==> src/rtl/mc_ctrl_fsm.sv <==
// rtl/mc_ctrl_fsm.sv - multi-cycle MIPS control sequencer (FETCH/DECODE/EXEC/MEM/WB)
// Optional cycle/instruction counters are built when MC_CTRL_PERF_CNT_EN is defined.
module mc_ctrl_fsm #(
  parameter int MEM_WAIT_MAX = 15
) (
  input  logic        clk,
  input  logic        reset,
  input  logic        run,
  input  logic [5:0]  opcode,
  input  logic        zero,
  input  logic        mem_ready,
  output logic        ir_write,
  output logic        pc_incr,
  output logic        pc_jump,
  output logic        pc_branch,
  output logic        reg_write,
  output logic        reg_dst,
  output logic        mem_to_reg,
  output logic        alu_src_b,
  output logic [1:0]  alu_op,
  output logic        mem_write,
  output logic        halted,
  output logic [1:0]  err_code
`ifdef MC_CTRL_PERF_CNT_EN
  ,
  output logic [31:0] cyc_cnt,
  output logic [31:0] ins_cnt
`endif
);

  localparam logic [2:0] S_IDLE   = 3'd0;
  localparam logic [2:0] S_FETCH  = 3'd1;
  localparam logic [2:0] S_DECODE = 3'd2;
  localparam logic [2:0] S_EXEC   = 3'd3;
  localparam logic [2:0] S_MEM    = 3'd4;
  localparam logic [2:0] S_WB     = 3'd5;
  localparam logic [2:0] S_HALT   = 3'd6;

  localparam logic [5:0] OP_R    = 6'b000000;
  localparam logic [5:0] OP_LW   = 6'b100011;
  localparam logic [5:0] OP_SW   = 6'b101011;
  localparam logic [5:0] OP_BEQ  = 6'b000100;
  localparam logic [5:0] OP_J    = 6'b000010;
  localparam logic [5:0] OP_ADDI = 6'b001000;

  localparam logic [1:0] ERR_NONE    = 2'b00;
  localparam logic [1:0] ERR_ILLEGAL = 2'b01;
  localparam logic [1:0] ERR_TIMEOUT = 2'b10;

  localparam int WAIT_W = 16;
  localparam logic [WAIT_W-1:0] WAIT_LIMIT = WAIT_W'(MEM_WAIT_MAX);

  logic [2:0]        state_q, state_d;
  logic [5:0]        op_q, op_d;
  logic [WAIT_W-1:0] wait_q, wait_d;
  logic [1:0]        err_q, err_d;
  logic [2:0]        boundary_state;
  logic [WAIT_W-1:0] wait_sat;
  logic              op_legal;

  always_comb begin
    op_legal = (opcode == OP_R) || (opcode == OP_LW) || (opcode == OP_SW) ||
               (opcode == OP_BEQ) || (opcode == OP_J) || (opcode == OP_ADDI);
  end

  // run only matters where one instruction ends and the next would begin
  assign boundary_state = run ? S_FETCH : S_IDLE;
  assign wait_sat       = (&wait_q) ? wait_q : wait_q + WAIT_W'(1);

  always_comb begin
    state_d = state_q;
    op_d    = op_q;
    wait_d  = wait_q;
    err_d   = err_q;
    case (state_q)
      S_IDLE:   if (run) state_d = S_FETCH;
      S_FETCH:  state_d = S_DECODE;
      S_DECODE: begin
        op_d = opcode;
        if (op_legal) begin
          state_d = S_EXEC;
        end else begin
          state_d = S_HALT;
          err_d   = ERR_ILLEGAL;
        end
      end
      S_EXEC: begin
        case (op_q)
          OP_R, OP_ADDI: state_d = S_WB;
          OP_LW, OP_SW:  state_d = S_MEM;
          default:       state_d = boundary_state;
        endcase
      end
      S_MEM: begin
        if (mem_ready) begin
          wait_d  = '0;
          state_d = (op_q == OP_LW) ? S_WB : boundary_state;
        end else begin
          wait_d = wait_sat;
          if ((MEM_WAIT_MAX != 0) && (wait_sat == WAIT_LIMIT)) begin
            state_d = S_HALT;
            err_d   = ERR_TIMEOUT;
          end
        end
      end
      S_WB:     state_d = boundary_state;
      S_HALT:   state_d = S_HALT;
      default:  state_d = S_IDLE;
    endcase
  end

  always_ff @(posedge clk or negedge reset) begin
    if (!reset) begin
      state_q <= S_IDLE;
      op_q    <= '0;
      wait_q  <= '0;
      err_q   <= ERR_NONE;
    end else begin
      state_q <= state_d;
      op_q    <= op_d;
      wait_q  <= wait_d;
      err_q   <= err_d;
    end
  end

  always_comb begin
    ir_write   = 1'b0;
    pc_incr    = 1'b0;
    pc_jump    = 1'b0;
    reg_write  = 1'b0;
    reg_dst    = 1'b0;
    mem_to_reg = 1'b0;
    alu_src_b  = 1'b0;
    alu_op     = 2'b00;
    mem_write  = 1'b0;
    halted     = 1'b0;
    case (state_q)
      S_FETCH: begin
        ir_write = 1'b1;
        pc_incr  = 1'b1;
      end
      S_EXEC: begin
        case (op_q)
          OP_R:                 alu_op = 2'b10;
          OP_LW, OP_SW, OP_ADDI: alu_src_b = 1'b1;
          OP_BEQ:               alu_op = 2'b01;
          OP_J:                 pc_jump = 1'b1;
          default:              alu_op = 2'b00;
        endcase
      end
      S_MEM: begin
        alu_src_b = 1'b1;
        mem_write = (op_q == OP_SW);
      end
      S_WB: begin
        reg_write  = 1'b1;
        reg_dst    = (op_q == OP_R);
        mem_to_reg = (op_q == OP_LW);
      end
      S_HALT:  halted = 1'b1;
      default: halted = 1'b0;
    endcase
  end

  assign pc_branch = (state_q == S_EXEC) && (op_q == OP_BEQ) && zero;
  assign err_code  = err_q;

`ifdef MC_CTRL_PERF_CNT_EN
  logic [31:0] cyc_q, cyc_d, ins_q, ins_d;
  logic        ins_done;

  // An instruction completes when its final state hands over to FETCH/IDLE
  always_comb begin
    ins_done = ((state_q == S_EXEC) && ((op_q == OP_BEQ) || (op_q == OP_J))) ||
               ((state_q == S_MEM) && mem_ready && (op_q == OP_SW)) ||
               (state_q == S_WB);
    cyc_d = cyc_q;
    ins_d = ins_q;
    if ((state_q != S_IDLE) && (state_q != S_HALT)) cyc_d = cyc_q + 32'd1;
    if (ins_done) ins_d = ins_q + 32'd1;
  end

  always_ff @(posedge clk or negedge reset) begin
    if (!reset) begin
      cyc_q <= '0;
      ins_q <= '0;
    end else begin
      cyc_q <= cyc_d;
      ins_q <= ins_d;
    end
  end

  assign cyc_cnt = cyc_q;
  assign ins_cnt = ins_q;
`endif

endmodule

==> config.mk <==
export PLATFORM = sky130hd
export DESIGN_NAME = mc_ctrl_fsm
export DESIGN_NICKNAME = d
export VERILOG_FILES = /design/src/rtl/mc_ctrl_fsm.sv
export SDC_FILE = /design/constraint.sdc
export NUM_CORES = 1
export LEC_CHECK = 0
export ABC_AREA = 1
export ABC_CLOCK_PERIOD_IN_PS = 3030
export CAP_MARGIN = 10
export CORE_MARGIN = 2
export CORE_UTILIZATION = 40
export CTS_BUF_LIST = sky130_fd_sc_hd__clkbuf_4 sky130_fd_sc_hd__clkbuf_8 sky130_fd_sc_hd__clkbuf_16
export CTS_CLUSTER_DIAMETER = 100
export DETAILED_ROUTE_END_ITERATION = 10
export GPL_TIMING_DRIVEN = 0
export RECOVER_POWER = 25
export SLEW_MARGIN = 20
export SYNTH_ARGS = -nofsm -noshare
export SYNTH_HDL_FRONTEND = slang
export SYNTH_SLANG_ARGS = --single-unit
export TNS_END_PERCENT = 100
==> constraint.sdc <==
create_clock -name clk -period 3.03 [get_ports clk]
set_input_delay 0.606 -clock clk [delete_from_list [all_inputs] [get_ports clk]]
set_output_delay 0.606 -clock clk [all_outputs]
set_load 0.02 [all_outputs]
==> results of run 1 <==
-- path summary, 6_finish.rpt --
path	startpoint	slack, ns	depth (start not counted)	endpoint
max in group asynchronous	reset	1.45	1	state_q[2]$_DFFE_PN0P_
worst max-delay path	state_q[2]$_DFFE_PN0P_	0.25	5	mem_write
worst min register to register	err_code[1]$_DFFE_PN0P_	0.48	2	err_code[1]$_DFFE_PN0P_
min in group asynchronous	reset	0.68	1	wait_q[1]$_DFFE_PN0P_
worst max register to register	wait_q[0]$_DFFE_PN0P_	0.72	14	err_code[0]$_DFFE_PN0P_
worst min-delay path	err_code[1]$_DFFE_PN0P_	0.48	2	err_code[1]$_DFFE_PN0P_
-- routing by layer --
metal / GRT usage [%] / vias to the layer above / wire length, microns / share of wire (%)
met1: 29.1 / 837 / 2310 / 50
met5: 0 / - / 0 / 0
met3: 1.81 / 5 / 242 / 5.3
met4: 6.50 / 0 / 63 / 1.4
met2: 28.4 / 39 / 1980 / 43
li1: - / 953 / - / -
-- report_power, final --
part / switching [mW] / internal (mW) / total [mW]
clock: 0.126 / 0.104 / 0.230
sequential: 0.181 / 0.526 / 0.707
combinational: 0.497 / 0.316 / 0.813
total: 0.803 / 0.946 / 1.75
-- flip-flops by register name, indices dropped and copies added, names as in the netlist --
register  count
state_q       3
op_q          6
err_code      2
wait_q       16
-- area by class of cell --
type,count,area share [%]
plain buffers,4,1.07
clock buffers,4,2.20
inverters,39,6.64
multi-input cells,208,46.2
flip-flops and latches,27,30.4
well taps,52,2.93
repair buffers,24,10.5
-- metrics by stage --
step                hold WS (ns)  setup slack (ns)
finish                     0.481             0.250
detailed placement         0.458             0.414
floorplan                  0.310             0.584
global placement           0.457             0.437
CTS                        0.358             0.107
global route               0.495            0.0864
-- cells in the final DEF (no fill, tap or decap), types with 2 or more instances in the layout --
cell type,n
a21oi_1,4
nor2_2,3
inv_1,38
nand2_1,76
nand4_1,8
a22o_1,2
nor2_1,36
dfrtp_1,27
clkbuf_8,3
buf_4,2
nand3_1,20
nor3_1,10
clkbuf_1,2
o21ai_0,28
clkdlybuf4s50_1,23
and2_1,2
xor2_1,2
-- worst max-delay path, delay by kind of cell, from the launching register on --
family | cells | cell delay [ns]
simple gates | 2 | 0.47
buf+inv | 3 | 0.99
flops | 1 | 0.44
-- logic make-up (layout without fill, tap and decap cells) --
logic type	Yosys count	count (layout)	share of synthesized area [%]
compound gates	37	37	10.7
xor+xnor	4	4	2.28
fa+ha+maj	1	1	0.671
buf+inv	43	71	9.20
flops	27	27	36.3
simple gates	166	166	40.8
==> flow_metrics.env, run 1 <==
export IMPL_status="complete, but fails checks"
export IMPL_violations="capacitance limit, slew limit"
export IMPL_overflow=0
export IMPL_placed_cells=354
export IMPL_ios=25
export IMPL_drtPass1Iterations=4
export IMPL_diodes=0
export IMPL_max_clock_freq_mhz=360
export IMPL_finish_utilization_pct=50.3
export IMPL_syn_inst=278
export IMPL_gr_usage_all_layers_pct=19.2
export IMPL_cp_arrival_ns=2.17
export IMPL_postRouteWirelength_microns=4590
export IMPL_ys_top_cells_by_count="nand2_1, inv_1, nor2_1"
export IMPL_synth_area_leader_cell="dfrtp_1"
export IMPL_row_count=24
export IMPL_crit_path_frequent_cell="inv_1"
export IMPL_period_share_pct=91.7
export IMPL_worstSkewPairLatency_ns=0.29
export IMPL_core_sq_um=4410
export IMPL_grt_pass1_wl_microns=7940
export IMPL_dr_total_vias=1834
export IMPL_final_cell_area_sq_um=2220
export IMPL_seq_area_sq_um=676
export IMPL_power_total_mw=1.75
export IMPL_drtIter0Drc=93
export IMPL_cts_tree="built"
export IMPL_synth_seq_cells=27
export IMPL_instances_no_fill=358
export IMPL_fill_cells=454
export IMPL_final_max_slew_viol_count=28
export IMPL_worst_pin_slew_ns=1.54
export IMPL_min_period_ns=2.78
export IMPL_ys_types=32
export IMPL_crit_path_max_incr_delay_ns=0.63
export IMPL_ant_nets=0
export IMPL_port_buffers=24
export IMPL_syn_num_nets=290
export IMPL_synth_yosys_seq_area_share_pct=36.3
export IMPL_cpMaxStageDelayCell="clkdlybuf4s50_1"
export IMPL_dieArea_sq_um=5220
export IMPL_synth_most_common_cell="nand2_1"
export IMPL_initial_core_util_pct=42.2
export IMPL_synth_edf_count=0
export IMPL_yosys_warnings=0
export IMPL_yosys_top_cells_area="dfrtp_1, nand2_1, inv_1"
export IMPL_rsz0062_at_grt="false"
export IMPL_grt_max_degree=28
export IMPL_syn_cell_area_sq_um=1860
export IMPL_antenna_found_initial=0
export IMPL_clk_path_buf_depth=2
export IMPL_post_cts_buffers=0
export IMPL_synth_async_reset_ratio_pct=100
export IMPL_hold_viol=0
export IMPL_postCtsResizedCells=0
export IMPL_die_w_microns=72.2
export IMPL_synth_top_area_share_pct=36.3
export IMPL_relSlewSlack_pct=-2.75
export IMPL_drc=0
export IMPL_dp_hpwl_microns=3520
export IMPL_die_h_microns=72.2
export IMPL_drive_gt1_share_pct=6.86
export IMPL_avgViaCountPerCell=5.12
export IMPL_area_growth_pct=19.3
export IMPL_synth_area_per_cell_sq_um=6.70
export IMPL_p_leak_nw=1.02
export IMPL_crit_path_end_kind="primary output"
export IMPL_numCtsBuffers=3
export IMPL_path_max_fanout=9
export IMPL_setup_violations=0
export IMPL_skew_ns=0.0131
export IMPL_start_kind="flop"
export IMPL_path_class="reg -> out"
export IMPL_nets=319
export IMPL_gp_congestion=0.876
export IMPL_root_buffer="clkbuf_8"
export IMPL_cts_sinks=27
export IMPL_critPathRequiredTime_ns=2.42
export IMPL_synth_ff_type="dfrtp_1"
export IMPL_fin_setup_tns_ns=0
export IMPL_place_area_sq_um=2160
export IMPL_cap_viol_max_count=1
export IMPL_cts_clk_slew_worst_paths_ns=0.09
export IMPL_p_per_area_nw_per_um2=787
export IMPL_ctsHoldBuffers=0
export IMPL_multi_input_area_sq_um=1030
export IMPL_grt_pass1_vias=1733
export IMPL_hold_path_class="reg -> reg"
export IMPL_post_drt_wl_per_cell_microns=12.8
export IMPL_htreeDepth=1
export IMPL_worstPathCellList="inv_1, nor3_4, inv_1, nor3_1, clkdlybuf4s50_1"
export IMPL_ir_drop_mv=0.293
Note: power is estimated with default switching activity, not from simulation.
==> inputs of run 2 (changes only) <==
Settings changed: CAP_MARGIN 10 to default.
==> results of run 2 <==
Same layout as run 1: the final DEF is identical, and so are final timing and power.
==> inputs of run 3 (changes only) <==
Settings changed: CORE_MARGIN 2 to default.
==> flow_metrics.env, run 3 (synthesis results as in run 1) <==
export IMPL_die_w_microns=70.2
export IMPL_initial_core_util_pct=42.2
export IMPL_path_class="reg -> out"
export IMPL_diodes=0
export IMPL_cap_viol_max_count=1
export IMPL_largest_reg_flops=16
export IMPL_seq_area_sq_um=676
export IMPL_rsz0062_at_grt="false"
export IMPL_area_growth_pct=19.1
export IMPL_crit_path_end_kind="primary output"
export IMPL_relSlewSlack_pct=-1.51
export IMPL_avgViaCountPerCell=5.04
export IMPL_cts_tree="built"
export IMPL_ctsHoldBuffers=0
export IMPL_cts_sinks=27
export IMPL_ir_drop_mv=0.334
export IMPL_final_cell_mix="nand2_1, inv_1, nor2_1"
export IMPL_critPathRequiredTime_ns=2.42
export IMPL_top_register="wait_q"
export IMPL_nets=319
export IMPL_gr_usage_all_layers_pct=20.0
export IMPL_setup_violations=0
export IMPL_dp_hpwl_microns=3530
export IMPL_start_kind="flop"
export IMPL_finish_utilization_pct=50.3
export IMPL_skew_ns=0.00535
export IMPL_drtPass1Iterations=4
export IMPL_status="complete, but fails checks"
export IMPL_dr_total_vias=1806
export IMPL_grt_max_degree=28
export IMPL_hold_path_class="reg -> reg"
export IMPL_postCtsResizedCells=0
export IMPL_clk_path_buf_depth=2
export IMPL_cts_clk_slew_worst_paths_ns=0.10
export IMPL_htreeDepth=1
export IMPL_post_drt_wl_per_cell_microns=12.8
export IMPL_die_h_microns=70.2
export IMPL_drc=0
export IMPL_grt_pass1_vias=1653
export IMPL_path_max_fanout=9
export IMPL_fin_setup_tns_ns=0
export IMPL_top_regs="wait_q (16), op_q (6), state_q (3)"
export IMPL_postRouteWirelength_microns=4580
export IMPL_final_common_cell="nand2_1"
export IMPL_core_sq_um=4410
export IMPL_period_share_pct=91.9
export IMPL_max_clock_freq_mhz=359
export IMPL_worstSkewPairLatency_ns=0.28
export IMPL_fill_cells=476
export IMPL_grt_pass1_wl_microns=7910
export IMPL_p_leak_nw=1.01
export IMPL_drive_gt1_share_pct=6.86
export IMPL_root_buffer="clkbuf_8"
export IMPL_dieArea_sq_um=4930
export IMPL_min_period_ns=2.78
export IMPL_antenna_found_initial=0
export IMPL_overflow=0
export IMPL_violations="capacitance limit, slew limit"
export IMPL_ios=25
export IMPL_post_cts_buffers=0
export IMPL_port_buffers=24
export IMPL_multi_input_area_sq_um=1030
export IMPL_p_per_area_nw_per_um2=785
export IMPL_final_max_slew_viol_count=28
export IMPL_rrSetupSlack_ns=0.74
export IMPL_ant_nets=0
export IMPL_row_count=24
export IMPL_hold_depth=2
export IMPL_drtIter0Drc=136
export IMPL_gp_congestion=0.832
export IMPL_hold_viol=0
export IMPL_r2r_cells=14
export IMPL_worst_pin_slew_ns=1.52
export IMPL_numCtsBuffers=3
export IMPL_cp_arrival_ns=2.18
## run 3: report_power, final
group	internal [mW]	leakage (nW)	switching [mW]
Sequential	0.526	0.354	0.182
Clock	0.0926	0.0255	0.125
Combinational	0.316	0.635	0.500
Total	0.935	1.01	0.807
## run 3: critical path, stage by stage, from the launching register on
cell and delay, ns:
dfrtp_1 0.45, inv_1 0.13, nor3_4 0.30, inv_1 0.23, nor3_1 0.17, clkdlybuf4s50_1 0.63
## run 3: per-stage QoR
step	setup WS [ns]	cell area [sq um]	instances	power [mW]	hold slack (ns)
2_1_floorplan	0.584	1860	278	1.26	0.310
3_3_place_gp	0.427	2170	354	1.51	0.457
3_5_place_dp	0.409	2160	354	1.52	0.461
4_1_cts	0.0920	2210	358	1.75	0.356
5_1_grt	0.0441	2220	358	1.91	0.506
6_report	0.246	2220	358	1.74	0.479
## run 3: layer usage
metal | GRT usage, % | up-vias | routed length [microns]
met3 | 2.16 | 5 | 127
met1 | 30.5 | 814 | 2460
met2 | 29.5 | 35 | 1930
met5 | 0 | - | 0
li1 | - | 952 | -
met4 | 6.00 | 0 | 67
## run 3: final timing paths
kind	start	end
worst max register to register	wait_q[0]$_DFFE_PN0P_	err_code[0]$_DFFE_PN0P_
worst min register to register	err_code[0]$_DFFE_PN0P_	err_code[0]$_DFFE_PN0P_
worst min-delay path	err_code[0]$_DFFE_PN0P_	err_code[0]$_DFFE_PN0P_
min in group asynchronous	reset	wait_q[9]$_DFFE_PN0P_
max in group asynchronous	reset	state_q[2]$_DFFE_PN0P_
worst max-delay path	state_q[2]$_DFFE_PN0P_	mem_write
## run 3: cell type report
cell class | count | share of cell area (%)
Timing Repair Buffer | 24 | 10.5
Clock inverter | 1 | 0.225
Multi-Input combinational cell | 208 | 46.3
Tap cell | 52 | 2.93
Sequential cell | 27 | 30.4
Clock buffer | 3 | 1.86
Inverter | 39 | 6.65
Buffer | 4 | 1.07
